File: src/rtl/async_fifo_wr_arb.sv
// -----------------------------------------------------------------------------
// async_fifo_wr_arb
// Round-robin write-side arbiter that shares one async FIFO write port among
// four requesters. A requester's whole burst is admitted only once the FIFO
// reports enough free space, then it is streamed without interleaving.
//
// Ports
//   wr_clk          write clock; all logic synchronous to it
//   wr_reset_n      asynchronous active-low reset
//   i_req           per-requester burst pending (level)
//   i_req_len       packed burst lengths, [i*LW +: LW] for requester i
//   i_req_data      packed current word per requester, [i*W +: W]
//   o_gnt           one-hot, high for the whole active burst
//   o_data_ack      word consumed this cycle (requester advances on this edge)
//   o_burst_done    one-cycle pulse with the last word of a burst
//   o_req_err       one-cycle pulse when a request has an illegal length
//   o_fifo_wr_en    FIFO write enable
//   o_fifo_wr_data  FIFO write data (don't-care outside a transfer)
//   i_fifo_free     FIFO total free space
//   i_fifo_full     FIFO full flag
//   o_busy          arbiter not idle
// -----------------------------------------------------------------------------
module async_fifo_wr_arb #(
    parameter int unsigned W  = 8,
    parameter int unsigned DP = 16,
    parameter int unsigned AW = 4,
    parameter int unsigned LW = 5
) (
    input  logic            wr_clk,
    input  logic            wr_reset_n,
    input  logic [3:0]      i_req,
    input  logic [4*LW-1:0] i_req_len,
    input  logic [4*W-1:0]  i_req_data,
    output logic [3:0]      o_gnt,
    output logic [3:0]      o_data_ack,
    output logic [3:0]      o_burst_done,
    output logic [3:0]      o_req_err,
    output logic            o_fifo_wr_en,
    output logic [W-1:0]    o_fifo_wr_data,
    input  logic [AW:0]     i_fifo_free,
    input  logic            i_fifo_full,
    output logic            o_busy
);

    // Common width for the free-space vs. length comparison.
    localparam int unsigned CW = (AW + 1 > LW) ? AW + 1 : LW;

    typedef enum logic [1:0] {StIdle, StWait, StXfer} state_e;

    state_e          r_state;
    logic [1:0]      r_sel;
    logic [1:0]      r_rr_ptr;
    logic [LW-1:0]   r_len_q;
    logic [LW-1:0]   r_cnt;

    logic            w_found;
    logic [1:0]      w_pick;
    logic [LW-1:0]   w_pick_len;
    logic            w_len_bad;
    logic            w_space_ok;
    logic            w_xfer;
    logic            w_wr_en;
    logic            w_last;
    logic [3:0]      w_sel_oh;

    // Round-robin scan: walking from the farthest offset down to offset 0
    // leaves the first requester at or after r_rr_ptr in w_pick.
    always_comb begin
        w_pick = r_rr_ptr;
        for (int k = 3; k >= 0; k--) begin
            if (i_req[r_rr_ptr + 2'(k)]) begin
                w_pick = r_rr_ptr + 2'(k);
            end
        end
    end

    assign w_found    = |i_req;
    assign w_pick_len = i_req_len[int'(w_pick)*LW +: LW];
    assign w_len_bad  = (r_len_q == '0) || (32'(r_len_q) > DP);
    // Free space only grows between samples, so this reservation is safe.
    assign w_space_ok = CW'(i_fifo_free) >= CW'(r_len_q);
    assign w_xfer     = (r_state == StXfer);
    assign w_sel_oh   = 4'b0001 << r_sel;
    // The full gate is a defensive stall; a correct reservation never hits it.
    assign w_wr_en    = w_xfer && !i_fifo_full;
    assign w_last     = w_wr_en && (r_cnt == LW'(1));

    assign o_fifo_wr_en   = w_wr_en;
    assign o_gnt          = w_xfer ? w_sel_oh : 4'b0000;
    assign o_data_ack     = o_gnt & {4{w_wr_en}};
    assign o_burst_done   = w_last ? w_sel_oh : 4'b0000;
    assign o_req_err      = ((r_state == StWait) && w_len_bad) ? w_sel_oh : 4'b0000;
    assign o_busy         = (r_state != StIdle);
    assign o_fifo_wr_data = i_req_data[int'(r_sel)*W +: W];

    always_ff @(posedge wr_clk or negedge wr_reset_n) begin
        if (!wr_reset_n) begin
            r_state  <= StIdle;
            r_sel    <= 2'd0;
            r_rr_ptr <= 2'd0;
            r_len_q  <= '0;
            r_cnt    <= '0;
        end else begin
            case (r_state)
                StIdle: begin
                    if (w_found) begin
                        r_sel   <= w_pick;
                        r_len_q <= w_pick_len;
                        r_cnt   <= w_pick_len;
                        r_state <= StWait;
                    end
                end
                StWait: begin
                    if (w_len_bad) begin
                        r_rr_ptr <= r_sel + 2'd1;
                        r_state  <= StIdle;
                    end else if (!i_req[r_sel]) begin
                        // Withdrawn before admission: no error, pointer kept.
                        r_state <= StIdle;
                    end else if (w_space_ok) begin
                        r_state <= StXfer;
                    end
                    // Otherwise hold: head-of-line wait, no skipping.
                end
                StXfer: begin
                    if (w_wr_en) begin
                        r_cnt <= r_cnt - LW'(1);
                        if (w_last) begin
                            r_rr_ptr <= r_sel + 2'd1;
                            r_state  <= StIdle;
                        end
                    end
                end
                default: r_state <= StIdle;
            endcase
        end
    end

endmodule

File: config.mk
export PLATFORM = sky130hd
export DESIGN_NAME = async_fifo_wr_arb
export DESIGN_NICKNAME = d
export VERILOG_FILES = /design/src/rtl/async_fifo_wr_arb.sv
export SDC_FILE = /design/constraint.sdc
export NUM_CORES = 1
export LEC_CHECK = 0
export BUFFER_PORTS_ARGS = -buffer_cell sky130_fd_sc_hd__buf_2
export CAP_MARGIN = 20
export CORE_ASPECT_RATIO = 0.75
export CORE_MARGIN = 5
export CORE_UTILIZATION = 47
export DETAILED_ROUTE_END_ITERATION = 12
export HOLD_SLACK_MARGIN = 0.1
export PLACE_DENSITY = 0.91
export SYNTH_ARGS = -nofsm -noshare
export SYNTH_HDL_FRONTEND = slang
export SYNTH_SLANG_ARGS = --single-unit
File: constraint.sdc
create_clock -name wr_clk -period 3.8 [get_ports wr_clk]
set_input_delay 0.76 -clock wr_clk [delete_from_list [all_inputs] [get_ports wr_clk]]
set_output_delay 0.76 -clock wr_clk [all_outputs]
set_load 0.01 [all_outputs]
Word level (Yosys, flattened, before mapping) --
Cells that the tools add are included.
Operators by class: shift-type cells 3, reductions and logical operators 15, multipliers 1, add/sub/neg operators 5, div/mod/pow operators 0, eq/ne operators 8, bitwise logic cells 1, magnitude comparators 7, multiplexer cells 31
Operator list (number):
- $shiftx A32 B6 Y8 | 1
- $mux W2 | 13
- $shiftx A20 B6 Y5 | 1
- $lt A2 B3 Y1 const B | 5
- $mux W4 | 3
- $bmux W1 S2 | 5
- $mux W5 | 2
- $pmux W5 S2 | 1
- $reduce_and A4 Y1 | 2
- $pmux W2 S3 | 1
- $reduce_bool A2 Y1 | 3
- $eq A5 B1 Y1 const B | 1
- $ge A5 B5 Y1 | 1
- $gt A5 B5 Y1 const B | 1
- $logic_not A5 Y1 | 1
- $mul A2 B3 Y5 const B | 1
- $mux W1 | 5
- $sub A5 B1 Y5 const B | 1
- $add A2 B1 Y2 const B | 2
- $add A2 B2 Y2 const B | 2
- $and A4 B4 Y4 | 1
- $ne A2 B1 Y1 const B | 2
- $ne A2 B2 Y1 const B | 2
- $ne A4 B4 Y1 const B | 1
- 11 further kinds | 13
Word-level totals: bits in registers 16, bits in latches 0, memory bits (writable) 0, input port bits 64, memories kept 0, output and inout port bits 26, word-level logic and storage cells 76, ROM bits 0

Logic depth before layout (Yosys ltp) --
Gate-level depths: netlist (run 1).
depth after elaboration 11, mapped depth 8, mapped depth without buffers 8

Worst setup path before layout (run 1) --
Ideal clock, no wire load.
kind input-to-output, start point input i_fifo_full, end point output o_burst_done[0], arrival time 1.279 ns, required time 3.040 ns, slack 1.761 ns, stages 3, path buffers 0, path through nand2b_1 > nor2_1 > and2_1
Between the ends: cells in the longest elaborated chain, start to end 4
RTL lines:
- from (decl) | RTL line 41 | input logic i_fifo_full,
- $logic_not A1 Y1 | RTL line 85 | assign w_wr_en = w_xfer && !i_fifo_full;
- $logic_and A1 B1 Y1 | RTL line 85
- $logic_and A1 B1 Y1 | RTL line 86 | assign w_last = w_wr_en && (r_cnt == LW'(1));
- $mux W4 | RTL line 91 | assign o_burst_done = w_last ? w_sel_oh : 4'b0000;
- to (decl) | RTL line 36 | output logic [3:0] o_burst_done,
Every way passes these cells.

Final worst setup path (run 1) --
start point register r_len_q[2], end point output o_req_err[3]
Between the ends: cells in the longest elaborated chain, start to end 4, elaborated cells between the ends (all ways) 5, classes of those cells 1 x order compare; 1 x mux; 3 x reduce/logical
RTL lines:
- from (decl) | RTL line 53 | logic [LW-1:0] r_len_q;
- from (signal assigned) | RTL line 108 | r_len_q <= w_pick_len;
- $gt A5 B5 Y1 or $logic_not A5 Y1 (tied branches) | RTL line 79 | assign w_len_bad = (r_len_q == '0) || (32'(r_len_q) > DP);
- $logic_or A1 B1 Y1 * | RTL line 79
- $logic_and A1 B1 Y1 * | RTL line 92 | assign o_req_err = ((r_state == StWait) && w_len_bad) ? w_sel_oh : 4'b0000;
- $mux W4 * | RTL line 92
- to (decl) | RTL line 37 | output logic [3:0] o_req_err,
Mark *: on every way between the ends. The rest lies on a longest branch, timed or not.

==> impl_results.md, run 1 <==
- Outcome: complete, no violations
- CTS Buf Count: 3
- Synth async-reset ratio: 1.00
- Clock transition at path regs: about 0.070 ns
- Final hold slack: between 0.4 and 0.5 ns
- Worst-Margin Slew: roughly 0.74 ns
- CP delay by family, top: simple AND/OR/NAND/NOR gates
- Largest net degree at the start of global routing: 17
- Mapped Avg Cell Area: 9.69 sq um
- Hold Vio Cnt, Final: 0
- Total of fill cells in the finished design: 270
- Vias per inst: roughly 5.5
- Drt total wl: 4570 um
- Post-route minimum period: about 2.6 ns
- Syn Inst Count: between 150 and 200
- Unrepaired setup endpoints after global routing: no
- Setup crit start kind: flop
- Post-CTS resize count: 0
- TNS Setup: 0 ns
- Power Density: 663 nW/um^2
- Drt pass-1 iters: 4
- DIE HEIGHT: a little under 60 um
- Final HPWL DP: roughly 3700 um
- Endpoints failing setup: 0
- Worst slew margin: 0.507
- Residual DRC count: 0
- Maxcap violations: 0
- Final slew viol count: 0
- CTS tree: done
- # IOs: 90
- Crit-path max FO: 5
- Buf+Inv Stages, Crit Path: 1
- Core area: roughly 3000 sq um
- Design Area, Final: just over 2000 sq um
- Vias in the first global route: around 1.6k
- Drt wl/cell: 16.1 um
- Highest Clock Rate: 377 MHz
- Max Root-Sink Buffers: 2
- Core Util, Final: 0.674
- Number of port buffers: about 90
- DIE AREA: 4460 sq um
- Top cells by count, synth: 16 x and2_1, 16 x dfrtp_1, 12 x inv_1
- Post-synthesis cell area: 1510 sq um
- CTS H-tree depth: 1
- WS Path Type: reg -> out
- Crit-path max cell delay: between 0.4 and 0.5 ns
- Post-synth EDFFs: 0
- Critical path required time: 3.04 ns
- Crit-path cells: nor4_1, xnor2_1, nor3b_2, and2_1, buf_2
- Worst r2r src: r_rr_ptr[1]
- Main flop type after synthesis: dfrtp_1
- Antenna violations before repair: 0
- Global Route Usage Sum: 0.208
- GRT overflow: 0
- Antenna diodes: 0
- Root Driver: clkbuf_8
- # nets final: approximately 320
- CP max stage cell: nor4_1
- Worst Hold Class: in -> async
- Sequential element share of the synthesized area: 0.265
- Crit path DAT: about 1.9 ns
- Element type at the critical path end: output pin
- Post-synth top area cell: dfrtp_1
- Share of layout cells above drive strength 1: 0.457
- Peak VDD IR: approximately 460 uV
- Synth cell types: 43
- Part of the cycle the worst path needs: 0.697
- Share of the synthesized area in the top cell type: 0.265
- Initial DRC count: 95
- Starting Density: 0.500
- Die Wd: about 75 um
- Worst R2R End: r_cnt[1]
- Static Leak: between 1 and 1.5 nW
- # hold bufs at CTS: 0
- Clock sink count: 16
- First-pass GRT wire length: 7070 um
- YS warnings: 0
- Dpl cell area: just under 2000 sq um
- Vias: around 1.6k
- Placer Congestion: ~0.9
- Worst Skew: roughly 0.0059 ns
- Worst r2r path cells: 6
- Worst-Skew Late Latency: roughly 0.25 ns
- Row count: 17
- Syn nets: around 230
- Area contributors post-synth: dfrtp_1 26%, mux4_2 13%, ha_1 9.1%
- Layout Cells excl Fill: approximately 280
- Number of synthesized register bits: 16
- Worst reg2reg setup slack: about 1.7 ns
- Cells after DPL: about 280
- ANT nets after route: 0
- Post-CTS Setup Bufs: 0
- Synth-to-Final Area Change: 34.6%
==> final cells by class <==
class	instances	area (sq um)	share of cell area
Multi-Input combinational cell	123	1040	0.510
Timing Repair Buffer	89	445	0.219
Sequential cell	16	400	0.197
Clock buffer	4	55.1	0.0271
Inverter	13	48.8	0.0240
Tap cell	38	47.5	0.0234
==> worst register-to-register path: cells and delay by family (launching register included) <==
| kind | cells | cell delay, ns |
|---|---|---|
| AO/OA/AOI/OAI | 4 | 1.13 |
| flip-flops | 1 | 0.47 |
| multiplexers | 1 | 0.28 |
| AND/OR/NAND/NOR | 1 | 0.13 |
==> power by group <==
group	internal, mW	switching (mW)
clock	0.0920	0.0612
sequential	0.255	0.132
combinational	0.412	0.398
total	0.758	0.591
==> registers in the layout, indices dropped and copies added (netlist names) <==
| signal | count |
|---|---|
| r_len_q | 5 |
| r_state | 2 |
| r_sel | 2 |
| r_cnt | 5 |
| r_rr_ptr | 2 |
==> routing by layer <==
layer  part of all wire  up-vias  track usage
li1                   -      748            -
met1               0.42      740        0.280
met2               0.49       67        0.336
met3              0.064       14       0.0373
met4              0.021        0       0.0698
met5                  0        -            0
==> placed cells by master, fill, tap and decap left out, types with 2 or more instances in the layout <==
| master | instances |
|---|---|
| buf_2 | 89 |
| and2_1 | 16 |
| dfrtp_1 | 16 |
| inv_1 | 12 |
| nor2_1 | 11 |
| mux2i_1 | 11 |
| ha_1 | 11 |
| mux4_2 | 9 |
| nand2_1 | 7 |
| o22ai_1 | 6 |
| o21ai_0 | 5 |
| o21ai_1 | 4 |
| a21o_1 | 4 |
| a21oi_1 | 4 |
| a211o_1 | 4 |
| clkbuf_8 | 4 |
| nand2b_1 | 3 |
| nand3b_1 | 2 |
| nor2b_1 | 2 |
| or3_1 | 2 |
| a221o_1 | 2 |
==> metrics by stage <==
step | worst slack (ns) | total power [mW]
after floorplan | 1.76 | 0.953
after global placement | 1.37 | 1.15
after detailed placement | 1.26 | 1.19
after CTS | 1.18 | 1.35
after global routing | 1.00 | 1.46
final | 1.15 | 1.35
==> cells by family after synthesis <==
| group | synth area share |
|---|---|
| flops | 0.265 |
| xor+xnor | 0.00580 |
| mux | 0.222 |
| compound gates | 0.147 |
| fa+ha+maj | 0.0911 |
| buf+inv | 0.0488 |
| simple gates | 0.220 |
==> worst max path at each step <==
stage	cells after the start	slack (ns)	start	to
finish	5	1.15	r_len_q[2]	o_req_err[3]
global route	5	1.00	r_len_q[2]	o_req_err[3]
detailed placement	7	1.26	i_req[3]	r_cnt[1]
CTS	5	1.18	r_len_q[1]	o_req_err[3]
global placement	7	1.37	i_req[3]	r_cnt[2]
floorplan	3	1.76	i_fifo_full	o_burst_done[0]
(Power assumes the default switching activity.)
==> inputs of run 2 (changes only) <==
--- a/config.mk
+++ b/config.mk
@@ -9,10 +9,10 @@
 export CAP_MARGIN = 20
 export CORE_ASPECT_RATIO = 0.75
 export CORE_MARGIN = 5
-export CORE_UTILIZATION = 47
+export CORE_UTILIZATION = 44
 export DETAILED_ROUTE_END_ITERATION = 12
 export HOLD_SLACK_MARGIN = 0.1
-export PLACE_DENSITY = 0.91
+export PLACE_DENSITY = 0.86
 export SYNTH_ARGS = -nofsm -noshare
 export SYNTH_HDL_FRONTEND = slang
 export SYNTH_SLANG_ARGS = --single-unit
==> constraint.sdc (replaced) <==
create_clock -name wr_clk -period 2.5 [get_ports wr_clk]
set_input_delay 0.5 -clock wr_clk [delete_from_list [all_inputs] [get_ports wr_clk]]
set_output_delay 0.5 -clock wr_clk [all_outputs]
set_load 0.01 [all_outputs]
==> run 2 against run 1 <==
  * Die area is 5.8% higher
  * Highest routed layer unchanged
  * Critical path type unchanged
  * Core utilization decreased by 4.3 points
  * Via count grew 0.51%
  * Clock skew is 0.0043 ns lower
  * Clock power is 54% higher
  * Cell count grew 2.1%
==> impl_results.md, run 2 (synthesis results as in run 1) <==
- Layout Cells excl Fill: 289 (+2.1%)
- DIE AREA: 4720 sq um (+5.8%)
- Endpoints failing setup: 0 (unchanged)
- WS Path Type: reg -> out
- Starting Density: 0.460 (-0.0407)
- Crit path setup slack, layout: 0.217 ns (-0.933 ns)
- Setup crit start kind: flop
- Drt pass-1 iters: 5 (+1)
- Antenna violations before repair: 0 (unchanged)
- First-pass GRT wire length: 7250 um (+2.4%)
- Synth-to-Final Area Change: 37.2%
- Worst-Skew Late Latency: 0.25 ns (about the same)
- GRT overflow: 0 (unchanged)
- Clock sink count: 16 (unchanged)
- Static Leak: 1.13 nW (+1.8%)
- Cells after DPL: 285 (+2.2%)
- Die Wd: 77.7 um (+2.9%)
- Number of port buffers: 89 (unchanged)
- Post-CTS Setup Bufs: 0 (unchanged)
- Element type at the critical path end: output pin
- CP startpoint: r_len_q[2]
- Dpl cell area: 2010 sq um (+1.6%)
- Crit path DAT: 1.78 ns (-0.11 ns)
- Largest net degree at the start of global routing: 17 (unchanged)
- Pre-CTS setup slack: 0.427 ns (-0.834 ns)
- Global Route Usage Sum: 0.194 (-0.0135)
- Final HPWL DP: 3870 um (+3.5%)
- Core area: 3290 sq um (+8.9%)
- CTS H-tree depth: 1 (unchanged)
- Worst r2r src: r_len_q[2]
- Row count: 18 (+1)
- Initial DRC count: 128 (+35%)
- Crit-path max FO: 5 (unchanged)
- Unrepaired setup endpoints after global routing: no
- Drt total wl: 4580 um (+0.24%)
- # IOs: 90 (unchanged)
- ANT nets after route: 0 (unchanged)
- Outcome: complete, no violations
- Top flop regs: r_cnt x5, r_len_q x5
- Power Density: 1020 nW/um^2 (+53%)
- Highest Clock Rate: 438 MHz
- Vias in the first global route: 1535 (-1.7%)
- Worst-Margin Slew: 0.592 ns (-0.147 ns)
- DIE HEIGHT: 60.8 um (+2.8%)
- Worst slew margin: 0.606 (+0.0983)
- Vias per inst: 5.46 (-1.6%)
- Residual DRC count: 0 (unchanged)
- Root Driver: clkbuf_8
- Hold Vio Cnt, Final: 0 (unchanged)
- CTS tree: done
- Design Area, Final: 2070 sq um (+1.9%)
- Total power: 2.11 mW (+56%)
- Post-CTS resize count: 0 (unchanged)
- Drt wl/cell: 15.8 um (-1.8%)
- Final slew viol count: 0 (unchanged)
- Antenna diodes: 0 (unchanged)
- Peak VDD IR: 524 uV (+13%)
- # nets final: 325 (+1.2%)
- Placer Congestion: 0.832 (-4.8%)
- Max Root-Sink Buffers: 2 (unchanged)
- Worst Hold Class: in -> async
- Worst Skew: 0.00166 ns (-0.00426 ns)
- CTS Buf Count: 3 (unchanged)
- Most common cell after layout, fill and taps aside: buf_2
- Critical path required time: 2.00 ns (-1.04 ns)
- Post-route minimum period: between 2 and 2.5 ns
- Vias: 1577 (+0.51%)
- Share of layout cells above drive strength 1: 0.470 (+0.0127)
- Clock transition at path regs: 0.07 ns (about the same)
- # hold bufs at CTS: 0 (unchanged)
- Maxcap violations: 0 (unchanged)
- Final hold slack: 0.156 ns (-0.253 ns)
- Part of the cycle the worst path needs: 0.913
- Core Util, Final: 0.631 (-0.0431)
- TNS Setup: 0 ns (unchanged)
- Worst reg2reg setup slack: 0.60 ns (-1.07 ns)
- Commonest cells after routing, fill and taps aside: 89 x buf_2, 16 x and2_1, 16 x dfrtp_1
==> run 2: final cells by class <==
class | count | area [sq um]
Multi-Input combinational cell | 123 | 1040
Clock buffer | 4 | 55.1
Inverter | 13 | 48.8
Sequential cell | 16 | 400
Tap cell | 40 | 50.0
Timing Repair Buffer | 93 | 475
Fill cell | 270 | 1210
==> run 2: path summary, 6_finish.rpt <==
kind	endpoint	cells past startpoint
setup / recovery	o_req_err[2]	5
hold / removal	r_len_q[1]	1
setup reg to reg	r_rr_ptr[1]	5
hold reg to reg	r_len_q[0]	1
max in group asynchronous	r_sel[1]	1
min in group wr_clk	r_len_q[0]	1
==> run 2: per-layer routing <==
metal	part of all wire	vias up	global-route usage
li1	-	758	-
met1	0.39	732	0.272
met2	0.51	83	0.316
met3	0.087	4	0.0252
met4	0.0098	0	0.0637
met5	0	-	0
==> run 2: worst max-delay path, stage by stage (launching register included) <==
cell and delay, ns:
dfrtp_1 0.41, nor4_2 0.34, xnor2_1 0.15, nor3b_2 0.31, and2_1 0.19, buf_2 0.14
==> run 2: power by group <==
group          switching, mW  total, mW  internal (mW)
Clock                 0.0960      0.236          0.140
Sequential             0.175      0.562          0.387
Combinational          0.647       1.31          0.663
Total                  0.918       2.11           1.19
==> inputs of run 3 (changes only) <==
--- a/config.mk
+++ b/config.mk
@@ -11,6 +11,7 @@
 export CORE_MARGIN = 5
 export CORE_UTILIZATION = 44
 export DETAILED_ROUTE_END_ITERATION = 12
+export GPL_TIMING_DRIVEN = 0
 export HOLD_SLACK_MARGIN = 0.1
 export PLACE_DENSITY = 0.86
 export SYNTH_ARGS = -nofsm -noshare
==> run 3 against run 2 <==
  * Core utilization decreased by 0.11 points
  * First-iteration DRC count shrank 38%
  * Global-route usage fell by 1.5 points
  * Highest routed layer unchanged
  * Wire length fell by 4.8%
  * Largest power group unchanged
  * Hold slack improved by 0.0021 ns
  * Die area unchanged
  * Non-clock buffer count rose by 1
  * Cell count increased by 0.35%
  * Clock skew about the same
  * Largest cell class unchanged
  * Maximum frequency fell by 3.0%
  * Clock-buffer cell count unchanged
==> impl_results.md, run 3 (synthesis results as in run 1) <==
- Peak VDD IR: 614 uV (+17%)
- Clock sink count: 16 (unchanged)
- # nets final: 326 (+0.31%)
- Post-route minimum period: 2.35 ns (+0.0715 ns)
- Design Area, Final: 2070 sq um (-0.18%)
- Drt pass-1 iters: 5 (unchanged)
- Vias per inst: 5.28 (-3.3%)
- Power Density: 1010 nW/um^2 (-0.92%)
- Initial DRC count: 80 (-38%)
- Crit-path max FO: 5 (unchanged)
- GRT overflow: 0 (unchanged)
- Dpl cell area: 2010 sq um (-0.25%)
- Placer Congestion: 0.850 (+2.2%)
- Drt total wl: 4360 um (-4.8%)
- DIE HEIGHT: 60.8 um (unchanged)
- Cells after DPL: 285 (unchanged)
- # IOs: 90 (unchanged)
- Highest Clock Rate: 425 MHz (-3.0%)
- Worst slew margin: 0.733 (+0.127)
- Layout Cells excl Fill: 290 (+0.35%)
- Hold Vio Cnt, Final: 0 (unchanged)
- Global Route Usage Sum: 0.179 (-0.0154)
- Endpoints failing setup: 0 (unchanged)
- Worst-Skew Late Latency: 0.25 ns (about the same)
- Max Root-Sink Buffers: 2 (unchanged)
- Vias: 1530 (-3.0%)
- Unrepaired setup endpoints after global routing: no
- Outcome: complete, no violations
- First-pass GRT wire length: 6650 um (-8.2%)
- CTS tree: done
- Starting Density: 0.460 (unchanged)
- Element type at the critical path end: output pin
- Worst Hold Class: in -> async
- Top flop regs: r_cnt x5, r_len_q x5
- Clock transition at path regs: 0.06 ns (about the same)
- Pre-CTS setup slack: 0.414 ns (-0.0134 ns)
- Final slew viol count: 0 (unchanged)
- Root Driver: clkbuf_8
- Share of layout cells above drive strength 1: 0.464 (-0.00588)
- Critical path required time: 2.00 ns (about the same)
- ANT nets after route: 0 (unchanged)
- Row count: 18 (unchanged)
- Setup crit start kind: flop
- Static Leak: 1.13 nW (about the same)
- CTS H-tree depth: 1 (unchanged)
- Vias in the first global route: 1450 (-5.5%)
- Die Wd: 77.7 um (unchanged)
- Worst-Margin Slew: 0.398 ns (-0.194 ns)
- Number of port buffers: 89 (unchanged)
- Total of fill cells in the finished design: 281 (+4.1%)
- Residual DRC count: 0 (unchanged)
- Crit path setup slack, layout: 0.146 ns (-0.0715 ns)
- DIE AREA: 4720 sq um (unchanged)
- Post-CTS Setup Bufs: 0 (unchanged)
- Commonest cells after routing, fill and taps aside: 91 x buf_2, 16 x and2_1, 16 x dfrtp_1
- TNS Setup: 0 ns (unchanged)
- Synth-to-Final Area Change: 36.9%
- Post-CTS resize count: 0 (unchanged)
- Crit path DAT: 1.85 ns (+0.07 ns)
- Worst r2r src: r_len_q[2]
- WS Path Type: reg -> out
- Largest net degree at the start of global routing: 17 (unchanged)
- # hold bufs at CTS: 0 (unchanged)
- Part of the cycle the worst path needs: 0.942 (+0.0286)
- Final HPWL DP: 3670 um (-5.2%)
- CTS Buf Count: 3 (unchanged)
- Core area: 3290 sq um (unchanged)
- CP startpoint: r_len_q[2]
- Worst Skew: 0.00118 ns (-0.000484 ns)
- Most common cell after layout, fill and taps aside: buf_2
- Drt wl/cell: 15.0 um (-5.1%)
- Antenna diodes: 0 (unchanged)
- Final hold slack: 0.158 ns (+0.00212 ns)
- Antenna violations before repair: 0 (unchanged)
- Maxcap violations: 0 (unchanged)
[run 3: cell types whose count changed in the layout (fill, tap and decap cells not counted)]
cell    previous run  this run
nor4_2             2         1
buf_2             89        91
buf_1              0         1
buf_6              0         1
nor4_1             0         1
buf_4              4         1
[run 3: stage by stage]
stage	utilization	total power, mW
6_report	0.629	2.08
5_1_grt	0.629	2.25
4_1_cts	0.627	2.07
3_5_place_dp	0.610	1.83
3_3_place_gp	0.610	1.78
2_1_floorplan	-	1.45
[run 3: where the power goes]
part,total [mW],switching (mW),internal (mW)
Sequential,0.526,0.137,0.389
Clock,0.232,0.0924,0.140
Combinational,1.33,0.664,0.662
Total,2.08,0.893,1.19
[run 3: area by class of cell]
type | count | area, sq um | share of cell area
Inverter | 13 | 48.8 | 0.0236
Clock buffer | 4 | 55.1 | 0.0266
Sequential cell | 16 | 400 | 0.193
Tap cell | 40 | 50.0 | 0.0242
Timing Repair Buffer | 90 | 453 | 0.219
Buffer | 4 | 25.0 | 0.0121
Multi-Input combinational cell | 123 | 1040 | 0.501
[run 3: routing by layer]
layer	track usage	vias to the layer above	part of all wire
met3	0.0386	4	0.062
li1	-	757	-
met2	0.283	49	0.49
met4	0.0490	0	0.0092
met1	0.251	720	0.44
met5	0	-	0
[run 3: final timing paths]
check                                to  slack [ns]  cells after the start
setup / recovery           o_req_err[0]        0.15                      6
hold / removal               r_len_q[4]        0.16                      1
setup reg to reg            r_rr_ptr[1]        0.49                      6
hold reg to reg              r_len_q[1]        0.52                      1
max in group asynchronous      r_cnt[1]        2.07                      1
min in group wr_clk          r_len_q[1]        0.52                      1
[run 3: critical path, cell delays in order, from the launching register on]
cell,delay (ns)
dfrtp_1,0.40
nor4_1,0.39
xnor2_1,0.17
nor3b_2,0.22
buf_4,0.16
and2_1,0.12
buf_2,0.13
